<file path="src/rtl/sram_read_arbiter.sv">
// Two-requester round-robin burst read arbiter for a single-port SRAM.
// Grants one burst at a time and returns data tagged with the owning requester.
module sram_read_arbiter #(
    parameter int SRAM_DEPTH  = 262144,
    parameter int SRAM_ADDR_W = 18,
    parameter int LEN_W       = 16
) (
    input  logic                   clk,
    input  logic                   reset_n,
    input  logic                   req0_valid,
    output logic                   req0_ready,
    input  logic [SRAM_ADDR_W-1:0] req0_addr,
    input  logic [LEN_W-1:0]       req0_len,
    input  logic                   req1_valid,
    output logic                   req1_ready,
    input  logic [SRAM_ADDR_W-1:0] req1_addr,
    input  logic [LEN_W-1:0]       req1_len,
    output logic                   sram_en,
    output logic [SRAM_ADDR_W-1:0] sram_addr,
    input  logic [63:0]            sram_data,
    output logic [63:0]            rd_data,
    output logic                   rd_valid,
    output logic                   rd_id,
    output logic                   rd_last
);

    typedef enum logic {
        IDLE  = 1'b0,
        BURST = 1'b1
    } state_t;

    localparam logic [SRAM_ADDR_W-1:0] ADDR_LAST = SRAM_ADDR_W'(SRAM_DEPTH - 1);
    localparam logic [LEN_W-1:0]       LEN_ONE   = LEN_W'(1);

    state_t                 state, state_nxt;
    logic [LEN_W-1:0]       count, count_nxt;
    logic                   owner, owner_nxt;
    logic                   last_grant, last_grant_nxt;
    logic                   en_nxt;
    logic [SRAM_ADDR_W-1:0] addr_nxt;

    logic                   any_valid;
    logic                   gnt;
    logic                   accept;
    logic [SRAM_ADDR_W-1:0] sel_addr;
    logic [LEN_W-1:0]       sel_len;

    // Read data is passed straight through; the SRAM already registers it.
    assign rd_data = sram_data;

    // Round-robin grant and ready: ready only in IDLE and never during reset.
    always_comb begin
        any_valid = req0_valid | req1_valid;
        gnt       = 1'b0;
        if (req0_valid && req1_valid) begin
            gnt = ~last_grant;
        end else begin
            gnt = req1_valid;
        end
        req0_ready = reset_n && (state == IDLE) && any_valid && !gnt;
        req1_ready = reset_n && (state == IDLE) && any_valid && gnt;
        accept     = (req0_valid && req0_ready) || (req1_valid && req1_ready);
        sel_addr   = gnt ? req1_addr : req0_addr;
        sel_len    = gnt ? req1_len : req0_len;
    end

    // Next-state and next-datapath values for the burst FSM.
    always_comb begin
        state_nxt      = state;
        count_nxt      = count;
        owner_nxt      = owner;
        last_grant_nxt = last_grant;
        en_nxt         = sram_en;
        addr_nxt       = sram_addr;
        unique case (state)
            IDLE: begin
                if (accept) begin
                    last_grant_nxt = gnt;
                    if (sel_len != '0) begin
                        owner_nxt = gnt;
                        count_nxt = sel_len;
                        addr_nxt  = sel_addr;
                        en_nxt    = 1'b1;
                        state_nxt = BURST;
                    end
                end
            end
            BURST: begin
                if (count > LEN_ONE) begin
                    addr_nxt  = (sram_addr == ADDR_LAST) ? '0 : sram_addr + 1'b1;
                    count_nxt = count - 1'b1;
                end else begin
                    count_nxt = '0;
                    en_nxt    = 1'b0;
                    state_nxt = IDLE;
                end
            end
            default: state_nxt = IDLE;
        endcase
    end

    // State, SRAM command and return-path registers with synchronous reset.
    always_ff @(posedge clk) begin
        if (!reset_n) begin
            state      <= IDLE;
            sram_en    <= 1'b0;
            sram_addr  <= '0;
            count      <= '0;
            owner      <= 1'b0;
            last_grant <= 1'b1;
            rd_valid   <= 1'b0;
            rd_id      <= 1'b0;
            rd_last    <= 1'b0;
        end else begin
            state      <= state_nxt;
            sram_en    <= en_nxt;
            sram_addr  <= addr_nxt;
            count      <= count_nxt;
            owner      <= owner_nxt;
            last_grant <= last_grant_nxt;
            rd_valid   <= sram_en;
            rd_id      <= owner;
            rd_last    <= sram_en && (count == LEN_ONE);
        end
    end

endmodule

</file>
<file path="config.mk">
export PLATFORM = sky130hd
export DESIGN_NAME = sram_read_arbiter
export DESIGN_NICKNAME = d
export VERILOG_FILES = /design/src/rtl/sram_read_arbiter.sv
export SDC_FILE = /design/constraint.sdc
export NUM_CORES = 1
export LEC_CHECK = 0
export CORE_MARGIN = 4
export CORE_UTILIZATION = 40
export DETAILED_ROUTE_END_ITERATION = 7
export DONT_BUFFER_PORTS = 1
export GPL_ROUTABILITY_DRIVEN = 0
export PLACE_DENSITY_LB_ADDON = 0.2
export SLEW_MARGIN = 20
export SYNTH_ARGS = -nofsm -noshare
export SYNTH_HDL_FRONTEND = slang
export SYNTH_SLANG_ARGS = --single-unit
</file>
<file path="constraint.sdc">
create_clock -name clk -period 3.1 [get_ports clk]
set_input_delay 0.31 -clock clk [delete_from_list [all_inputs] [get_ports clk]]
set_output_delay 0.31 -clock clk [all_outputs]
set_load 0.05 [all_outputs]
</file>
==> run_results.csv, run 1 <==
group,metric,value,unit
sta,hold_viol_final,0,
sta,drv_slew,0,
synth,yosys_register_bits,41,
floorplanning,core_area,0.008299,sq mm
power,combPwrFrac,45.1,%
synth,ys.flop_type,"dfxtp_1",
worst_setup_path,arrival,2650,ps
drt,wl,10040,um
worst_setup_path,startpoint_type,"flip-flop",
clock_tree,cts_post_setup_buffers_inserted,0,
placement,post-place-ws,643.5,ps
final_layout,drive_above_1_share,12.38,%
sta,timing.fmax,404.9,MHz
drt,wl_per_cell,19.41,um
clock_tree,root_buffer,"clkbuf_8",
clock_tree,cts_tree,"done",
power,p_clk_share,18.7,%
drt,drc,0,
synth,synth_edf_count,0,
clock_tree,cts_resized,0,
floorplanning,io_pins,224,
outcome,outcome,"finished, final reports clean",
final_layout,final_cell_area,0.003268,sq mm
global_route,grt_max_degree,45,
job,max_cap_viol_count,0,
clock_tree,cts_made_buffers,5,
worst_setup_path,critPathRequiredTime,3280,ps
sta,worst_slew_pin_slew,682.8,ps
placement,dp_cells,509,
placement,io_buffers,0,
hold_path,hold_path_class,"input port to flip-flop",
drt,vias,3225,
synth,synth_cell_types,60,
placement,dpl.hpwl,7230,um
final_layout,fin_cells,517,
power,seqPwrFrac,36.2,%
worst_setup_path,crit_fanout,25,
sta,slew_headroom,54.48,%
global_route,grt_overflow,0,
synth,netlist_area,0.003463,sq mm
sta,fin_skew,7.472,ps
floorplanning,die_area,0.01021,sq mm
synth,synthCells,474,
synth,synth_nets,613,
worst_setup_path,crit_type,"flip-flop to flip-flop",
power,p_leak,1.247,nW
clock_tree,clock_latency,290,ps
global_route,grt_pass1_wl,16150,um
synth,yosys-top-cells-area,"dfxtp_1 24%, buf_4 15%, nand2_1 10%",
sta,grt_setup_unrepaired,"false",
sta,setup_viol,0,
placement,place_area,0.003182,sq mm
worst_setup_path,worst_setup_path_end_kind,"flip-flop",
global_route,first_global_vias,3101,
synth,yosysTopAreaCell,"dfxtp_1",
global_route,antenna_found_initial,0,
power,p_int,0.001071,W
power,power.total,0.001926,W
global_route,track_usage,19.78,%
clock_tree,clk_pin_slew,90,ps
synth,syn_area_per_cell,7.307,sq um
power,p_per_area,589.3,mW/mm^2
floorplanning,die_y,101.1,um
clock_tree,cts.sinks,41,
clock_tree,cts_hold_buf,0,
final_layout,layout.nets,550,
sta,period_minus_slack,2470,ps
sta,period_share,79.68,%
floorplanning,rows,33,
floorplanning,floorplan.initialDensity,41.73,%
final_layout,area_growth_syn_to_layout,-5.636,%
synth,ys_seq_area_share,23.70,%
sta,fin_ws,630.0,ps
drt,first_iter_violations,131,
clock_tree,clockBufferDepth,2,
synth,synthArstFlopShare,0,%
synth,yosysTopAreaCellShare,23.70,%
power,ir_drop,184.9,uV
power,p_sw,0.0008547,W
power,swShare,44.39,%
drt,drt-pass1-iter-count,4,
clock_tree,h-tree-depth,2,
drt,drtAntennaViolNets,0,
synth,yosysWarningCount,0,
floorplanning,die_w,101.1,um
final_layout,diodes,0,
drt,vias_per_cell,6.238,
sta,timing.setup.tns,0,ps
[power groups by stage]
| stage | combinational (W) | clock, W | sequential [W] |
|---|---|---|---|
| floorplan | 0.000782 | 0 | 0.000814 |
| global placement | 0.000857 | 0 | 0.000707 |
| detailed placement | 0.000866 | 0 | 0.000708 |
| CTS | 0.000871 | 0.000370 | 0.000696 |
| global route | 0.000962 | 0.000390 | 0.000709 |
| finish | 0.000869 | 0.000360 | 0.000696 |
[cells in the final DEF, fill, tap and decap left out, types with 4 or more instances in the layout]
cell and count:
or3_1 5, nand4_1 7, nand2_1 96, mux2i_1 8, or2_2 4, nor4_1 12
and3_1 7, a22oi_1 12, a21oi_1 40, a31oi_1 4, clkbuf_8 5, dfxtp_1 41
nor3_1 8, o21ai_0 6, o22ai_1 14, inv_1 6, buf_4 25, nand2b_1 4
and4_1 5, nand3_1 8, o32ai_1 14, nor2_1 20
[routing by layer]
metal / global-route usage [%] / vias to the layer above / part of all wire [%]
li1: - / 1548 / -
met1: 24.30 / 1505 / 40
met2: 32.24 / 150 / 47
met3: 7.266 / 22 / 11
met4: 5.828 / 0 / 1.9
met5: 0 / - / 0
[worst max-delay path: stages, from the launching register on]
cell and delay, ps:
dfxtp_1 380, or4_4 560, or4_4 470, o31ai_4 170
buf_4 320, nor3b_1 90, o41a_1 370
[per-stage QoR]
step                util (%)  hold WS [ps]
detailed placement     38.34         449.3
global route           39.38         130.9
global placement       38.34         441.0
CTS                    39.38         135.1
finish                 39.38         138.3
floorplan                  -         429.0
[cell usage after synthesis, types with 3 or more instances]
cell type,n
mux2i_1,8
or3_1,5
a2bb2oi_1,3
buf_4,67
nor3b_1,3
o32ai_1,14
nand4_1,7
nor3_1,8
nor4_1,12
clkbuf_1,23
o21ai_0,6
inv_1,6
and3_1,7
a22oi_1,13
or2_2,4
o32a_1,3
o22ai_1,14
nand2_1,96
nor2_1,20
a21oi_1,40
nand3_1,8
ha_1,3
a31oi_1,4
and4_1,5
nand2b_1,4
dfxtp_1,41
[cells by family (layout without fill, tap and decap cells)]
group | after synthesis | after routing | synth area share, %
and+or+nand+nor | 190 | 190 | 26.59
DFF | 41 | 41 | 23.70
adders and majority gates | 3 | 3 | 1.084
xor gates and xnor gates | 2 | 2 | 0.5059
muxes | 10 | 10 | 2.962
AOI/OAI and AO/OA | 126 | 126 | 26.34
buffers and inverters | 102 | 40 | 18.82
[sequential cells by signal, summed over array words and instances (netlist names)]
| signal | count |
|---|---|
| rd_id | 1 |
| owner | 1 |
| state | 1 |
| rd_valid | 1 |
| sram_addr | 18 |
| sram_en | 1 |
| rd_last | 1 |
| count | 16 |
| last_grant | 1 |
[path summary, 6_finish.rpt]
check	startpoint	to	slack, ps	depth (start not counted)
setup reg to reg	count[11]	count[2]	630	6
hold / removal	reset_n	count[1]	140	1
hold reg to reg	count[7]	count[7]	470	2
setup / recovery	count[11]	count[2]	630	6
[layout make-up]
type	count	area, sq um
clock buffers	5	68.82
clock inverters	3	17.52
fillers	860	5031
inverters	6	22.52
multi-input cells	331	1999
flip-flops and latches	41	820.8
well taps	105	131.4
repair buffers	26	207.7
Power figures use the tool's default switching activity.
==> run 2: changes to the inputs <==
==> constraint.sdc (replaced) <==
create_clock -name clk -period 2.4 [get_ports clk]
set_input_delay 0.24 -clock clk [delete_from_list [all_inputs] [get_ports clk]]
set_output_delay 0.24 -clock clk [all_outputs]
set_load 0.05 [all_outputs]
==> run_results.csv, run 2 (same netlist as run 1, synthesis figures left out) <==
group,metric,value,unit
floorplanning,die_y,101.1,um
power,ir_drop,211.6,uV
sta,grt_setup_unrepaired,"false",
global_route,antenna_found_initial,0,
clock_tree,cts_hold_buf,0,
worst_setup_path,crit_buf_inv,1,
power,p_leak,1.311,nW
global_route,grt_max_degree,45,
final_layout,area_growth_syn_to_layout,-2.565,%
sta,fin_ws,64.26,ps
worst_setup_path,crit_path_top_delay_cell,"or4_4",
final_layout,layout.nets,562,
clock_tree,h-tree-depth,2,
final_layout,diodes,0,
global_route,grt_overflow,0,
power,p_clk_share,18.4,%
floorplanning,rows,33,
sta,drv_slew,0,
worst_setup_path,crit_chain,"or4_4 > or4_4 > o31a_2 > buf_12 > a31oi_1 > o32ai_1",
sta,hold_viol_final,0,
sta,period_share,97.32,%
final_layout,final_cell_mix,"96 x nand2_1, 41 x dfxtp_1, 40 x a21oi_1",
worst_setup_path,startpoint_type,"flip-flop",
final_layout,final_common_cell,"nand2_1",
worst_setup_path,cpLargestDelayFamily,"simple AND/OR/NAND/NOR gates",
power,p_per_area,771.8,mW/mm^2
sta,slew_headroom,50.93,%
drt,wl,10530,um
floorplanning,core_area,0.008299,sq mm
power,combPwrFrac,47.8,%
worst_setup_path,arrival,2500,ps
final_layout,final_cell_area,0.003374,sq mm
sta,worst_slew_pin_slew,736.1,ps
global_route,grt_pass1_wl,16570,um
clock_tree,cts_tree,"done",
power,p_sw,0.001119,W
sta,setup_viol,0,
drt,vias_per_cell,6.314,
worst_setup_path,reg2reg_to,"count[6]",
placement,dpl.hpwl,7633,um
final_layout,largest_register,"sram_addr",
clock_tree,root_buffer,"clkbuf_8",
global_route,track_usage,20.25,%
drt,first_iter_violations,133,
worst_setup_path,crit_fanout,10,
power,swShare,42.95,%
job,max_cap_viol_count,0,
worst_setup_path,crit_top_cell,"or4_4",
placement,place_area,0.003287,sq mm
clock_tree,cts_post_setup_buffers_inserted,0,
sta,timing.setup.tns,0,ps
worst_setup_path,cpPeakStageDelay,540,ps
worst_setup_path,rr_startpoint,"count[11]",
worst_setup_path,reg2reg_depth,6,
worst_setup_path,worst_setup_path_end_kind,"flip-flop",
worst_setup_path,crit_type,"flip-flop to flip-flop",
floorplanning,die_w,101.1,um
drt,drc,0,
clock_tree,cts.sinks,41,
final_layout,top_regs,"sram_addr: 18 flops, count: 16 flops",
hold_path,hold_path_class,"input port to flip-flop",
final_layout,drive_above_1_share,14.89,%
sta,fin_skew,8.914,ps
sta,holdWs,74.38,ps
worst_setup_path,worst-r2r-setup-slack,60,ps
clock_tree,clk_pin_slew,80,ps
sta,timing.fmax,428.1,MHz
worst_setup_path,critPathRequiredTime,2560,ps
floorplanning,floorplan.initialDensity,41.73,%
clock_tree,clockBufferDepth,2,
drt,wl_per_cell,19.94,um
clock_tree,cts_made_buffers,5,
power,seqPwrFrac,33.8,%
worst_setup_path,crit_end,"count[6]",
outcome,outcome,"finished, final reports clean",
clock_tree,clock_latency,300,ps
drt,drt-pass1-iter-count,4,
worst_setup_path,startpoint,"count[11]",
floorplanning,io_pins,224,
placement,io_buffers,0,
clock_tree,cts_resized,0,
global_route,first_global_vias,3203,
drt,drtAntennaViolNets,0,
sta,period_minus_slack,2336,ps
final_layout,largest_register_ff_count,18,
worst_setup_path,crit_cells,6,
placement,post-place-ws,12.70,ps
hold_path,whs_path_depth,1,
drt,vias,3334,
power,p_int,0.001486,W
floorplanning,die_area,0.01021,sq mm
run 2: cell types whose count changed in the layout (fill, tap and decap cells not counted):
cell,change
o31a_1,-1
nor2_1,-1
clkinvlp_4,-1
clkbuf_1,+1
nor2_2,+1
buf_4,+11
clkbuf_8,+1
o31a_2,+1
clkinv_2,-2
buf_12,+1
run 2: cell type report:
type	instances	area [sq um]
Multi-Input combinational cell	331	2003
Inverter	6	22.52
Clock buffer	7	86.33
Sequential cell	41	820.8
Timing Repair Buffer	38	310.3
Tap cell	105	131.4
Fill cell	867	4925
run 2: worst min path at each step:
stage | to | start | slack (ps)
final | count[5] | reset_n | 70
after global routing | last_grant | req1_valid | 70
after CTS | count[5] | reset_n | 70
after detailed placement | count[5] | reset_n | 370
after global placement | count[5] | reset_n | 370
after floorplan | last_grant | req1_valid | 380
run 2: power groups by stage:
stage	logic (W)	clock network [W]	registers, W
2_1_floorplan	0.00101	0	0.00105
3_3_place_gp	0.00123	0	0.000894
3_5_place_dp	0.00124	0	0.000895
4_1_cts	0.00124	0.000486	0.000880
5_1_grt	0.00136	0.000517	0.000896
6_report	0.00125	0.000479	0.000881
run 2: per-stage QoR:
| step | instances | power [W] | util (%) |
|---|---|---|---|
| after floorplan | 474 | 0.002063 | - |
| after global placement | 521 | 0.002123 | 39.61 |
| after CTS | 528 | 0.002609 | 40.65 |
| final | 528 | 0.002604 | 40.66 |
| after detailed placement | 521 | 0.002131 | 39.61 |
| after global routing | 528 | 0.002768 | 40.66 |
run 2: routing by layer:
layer,up-vias,global-route usage [%],part of all wire (%)
li1,1565,-,-
met1,1591,26.21,41
met2,157,32.60,48
met3,21,5.606,9.7
met4,0,6.237,1.5
met5,-,0,0
==> run 3: changes to the inputs <==
--- a/config.mk
+++ b/config.mk
@@ -10,7 +10,7 @@
 export DETAILED_ROUTE_END_ITERATION = 7
 export DONT_BUFFER_PORTS = 1
 export GPL_ROUTABILITY_DRIVEN = 0
-export PLACE_DENSITY_LB_ADDON = 0.2
+export PLACE_DENSITY = 0.62
 export SLEW_MARGIN = 20
 export SYNTH_ARGS = -nofsm -noshare
 export SYNTH_HDL_FRONTEND = slang
==> constraint.sdc (replaced) <==
create_clock -name clk -period 2.4 [get_ports clk]
set_input_delay 0.24 -clock clk [delete_from_list [all_inputs] [get_ports clk]]
set_output_delay 0.24 -clock clk [all_outputs]
set_load 0.02 [all_outputs]
==> run_results.csv, run 3 (same netlist as run 1, synthesis figures left out) <==
group,metric,value,unit
final_layout,drive_above_1_share,13.60,%
final_layout,largest_register_ff_count,18,
outcome,outcome,"finished, final reports clean",
global_route,grt_max_degree,45,
floorplanning,core_area,0.008299,sq mm
drt,wl,10270,um
hold_path,hold_path_class,"input port to flip-flop",
placement,place_area,0.003224,sq mm
worst_setup_path,reg2reg_to,"count[2]",
worst_setup_path,startpoint,"count[12]",
power,p_leak,1.290,nW
worst_setup_path,arrival,2580,ps
clock_tree,cts_hold_buf,0,
hold_path,holdPathEnd,"count[1]",
placement,dpl.hpwl,7309,um
final_layout,multi_input_area,0.002004,sq mm
worst_setup_path,worst_setup_path_end_kind,"flip-flop",
worst_setup_path,startpoint_type,"flip-flop",
sta,setup_viol,0,
sta,worst_slew_pin_slew,720.9,ps
final_layout,fin_util,40.40,%
power,p_per_area,732.2,mW/mm^2
floorplanning,die_area,0.01021,sq mm
global_route,grt_overflow,0,
worst_setup_path,crit_type,"flip-flop to flip-flop",
final_layout,final_common_cell,"nand2_1",
floorplanning,rows,33,
global_route,track_usage,19.64,%
job,max_cap_viol_count,0,
worst_setup_path,reg2reg_depth,6,
drt,first_iter_violations,208,
sta,slew_headroom,51.94,%
clock_tree,root_buffer,"clkbuf_8",
power,ir_drop,255.9,uV
sta,fin_skew,5.082,ps
clock_tree,cts_made_buffers,5,
worst_setup_path,rr_startpoint,"count[12]",
worst_setup_path,crit_fanout,5,
final_layout,diodes,0,
sta,period_share,99.70,%
placement,io_buffers,0,
final_layout,largest_register,"sram_addr",
sta,holdWs,77.11,ps
sta,period_minus_slack,2393,ps
drt,vias,3309,
global_route,first_global_vias,3169,
drt,wl_per_cell,19.60,um
final_layout,regArea,822.0,sq um
floorplanning,floorplan.initialDensity,41.73,%
drt,drtAntennaViolNets,0,
clock_tree,clockBufferDepth,2,
drt,drc,0,
worst_setup_path,worst-r2r-setup-slack,7,ps
final_layout,fillers,864,
floorplanning,io_pins,224,
clock_tree,clock_latency,300,ps
final_layout,layout.nets,557,
clock_tree,clk_pin_slew,80,ps
final_layout,final_cell_mix,"96 x nand2_1, 40 x a21oi_1, 40 x dfxtp_1",
drt,drt-pass1-iter-count,5,
sta,hold_viol_final,0,
worst_setup_path,critPathRequiredTime,2580,ps
sta,grt_setup_unrepaired,"true",
floorplanning,die_y,101.1,um
final_layout,top_regs,"sram_addr: 18 flops, count: 16 flops",
clock_tree,h-tree-depth,2,
clock_tree,cts.sinks,41,
drt,vias_per_cell,6.315,
global_route,antenna_found_initial,0,
final_layout,area_growth_syn_to_layout,-3.179,%
sta,drv_slew,0,
sta,timing.fmax,417.9,MHz
global_route,grt_pass1_wl,16370,um
hold_path,whs_path_depth,1,
final_layout,final_cell_area,0.003353,sq mm
hold_path,worstHoldStart,"reset_n",
floorplanning,die_w,101.1,um
clock_tree,cts_tree,"done",
run 3: cell types whose count changed in the layout (fill, tap and decap cells not counted):
| cell | previous run | this run |
|---|---|---|
| clkbuf_8 | 6 | 5 |
| dfxtp_2 | 0 | 1 |
| clkbuf_1 | 1 | 3 |
| o31a_1 | 1 | 2 |
| nor3b_2 | 0 | 1 |
| buf_12 | 2 | 3 |
| nor2_1 | 19 | 20 |
| nor3b_1 | 3 | 2 |
| dfxtp_1 | 41 | 40 |
| buf_4 | 36 | 28 |
| buf_6 | 0 | 2 |
| nor2_2 | 1 | 0 |
| o31a_2 | 1 | 0 |
run 3: critical path, cell delays in order (launching register included):
cell and delay, ps:
dfxtp_2 350, or4_4 530, or4_4 480, o31ai_4 360
buf_6 170, nor3b_2 40, o41a_1 350
run 3: stage by stage:
stage	setup TNS, ps	setup slack, ps	std cells	total power (W)
3_5_place_dp	0	67.88	513	0.001967
5_1_grt	-44.86	-44.86	524	0.002620
2_1_floorplan	0	160.9	474	0.001817
3_3_place_gp	0	93.61	513	0.001952
6_report	0	7.246	524	0.002455
4_1_cts	0	56.00	521	0.002412
run 3: worst max-delay path by stage:
stage                                to  slack (ps)
after global placement    sram_addr[12]          90
after floorplan                count[1]         160
after CTS                 sram_addr[13]          60
final                          count[2]           7
after detailed placement  sram_addr[13]          70
after global routing           count[2]         -40
run 3: power breakdown:
| group | switching (W) | internal [W] | leakage [nW] |
|---|---|---|---|
| Sequential | 0.000114 | 0.000783 | 0.338 |
| Clock | 0.000247 | 0.000207 | 0.0395 |
| Combinational | 0.000644 | 0.000460 | 0.912 |
run 3: layer usage:
layer	vias up	global-route usage [%]	routed length, um
met2	160	32.04	4730
met3	21	5.190	1009
met5	-	0	0
met1	1570	26.09	4427
li1	1558	-	-
met4	0	3.988	101
run 3: final cells by class:
cell class | count | share of cell area [%]
Multi-Input combinational cell | 331 | 59.78
Inverter | 6 | 0.6716
Sequential cell | 41 | 24.51
Timing Repair Buffer | 33 | 8.731
Clock buffer | 8 | 2.388
Tap cell | 105 | 3.918
run 3: repair_timing:
action	in CTS	in global routing
setup buffers	0	3
resized for setup	0	4
setup endpoints to repair	0	9
hold endpoints to repair	0	0
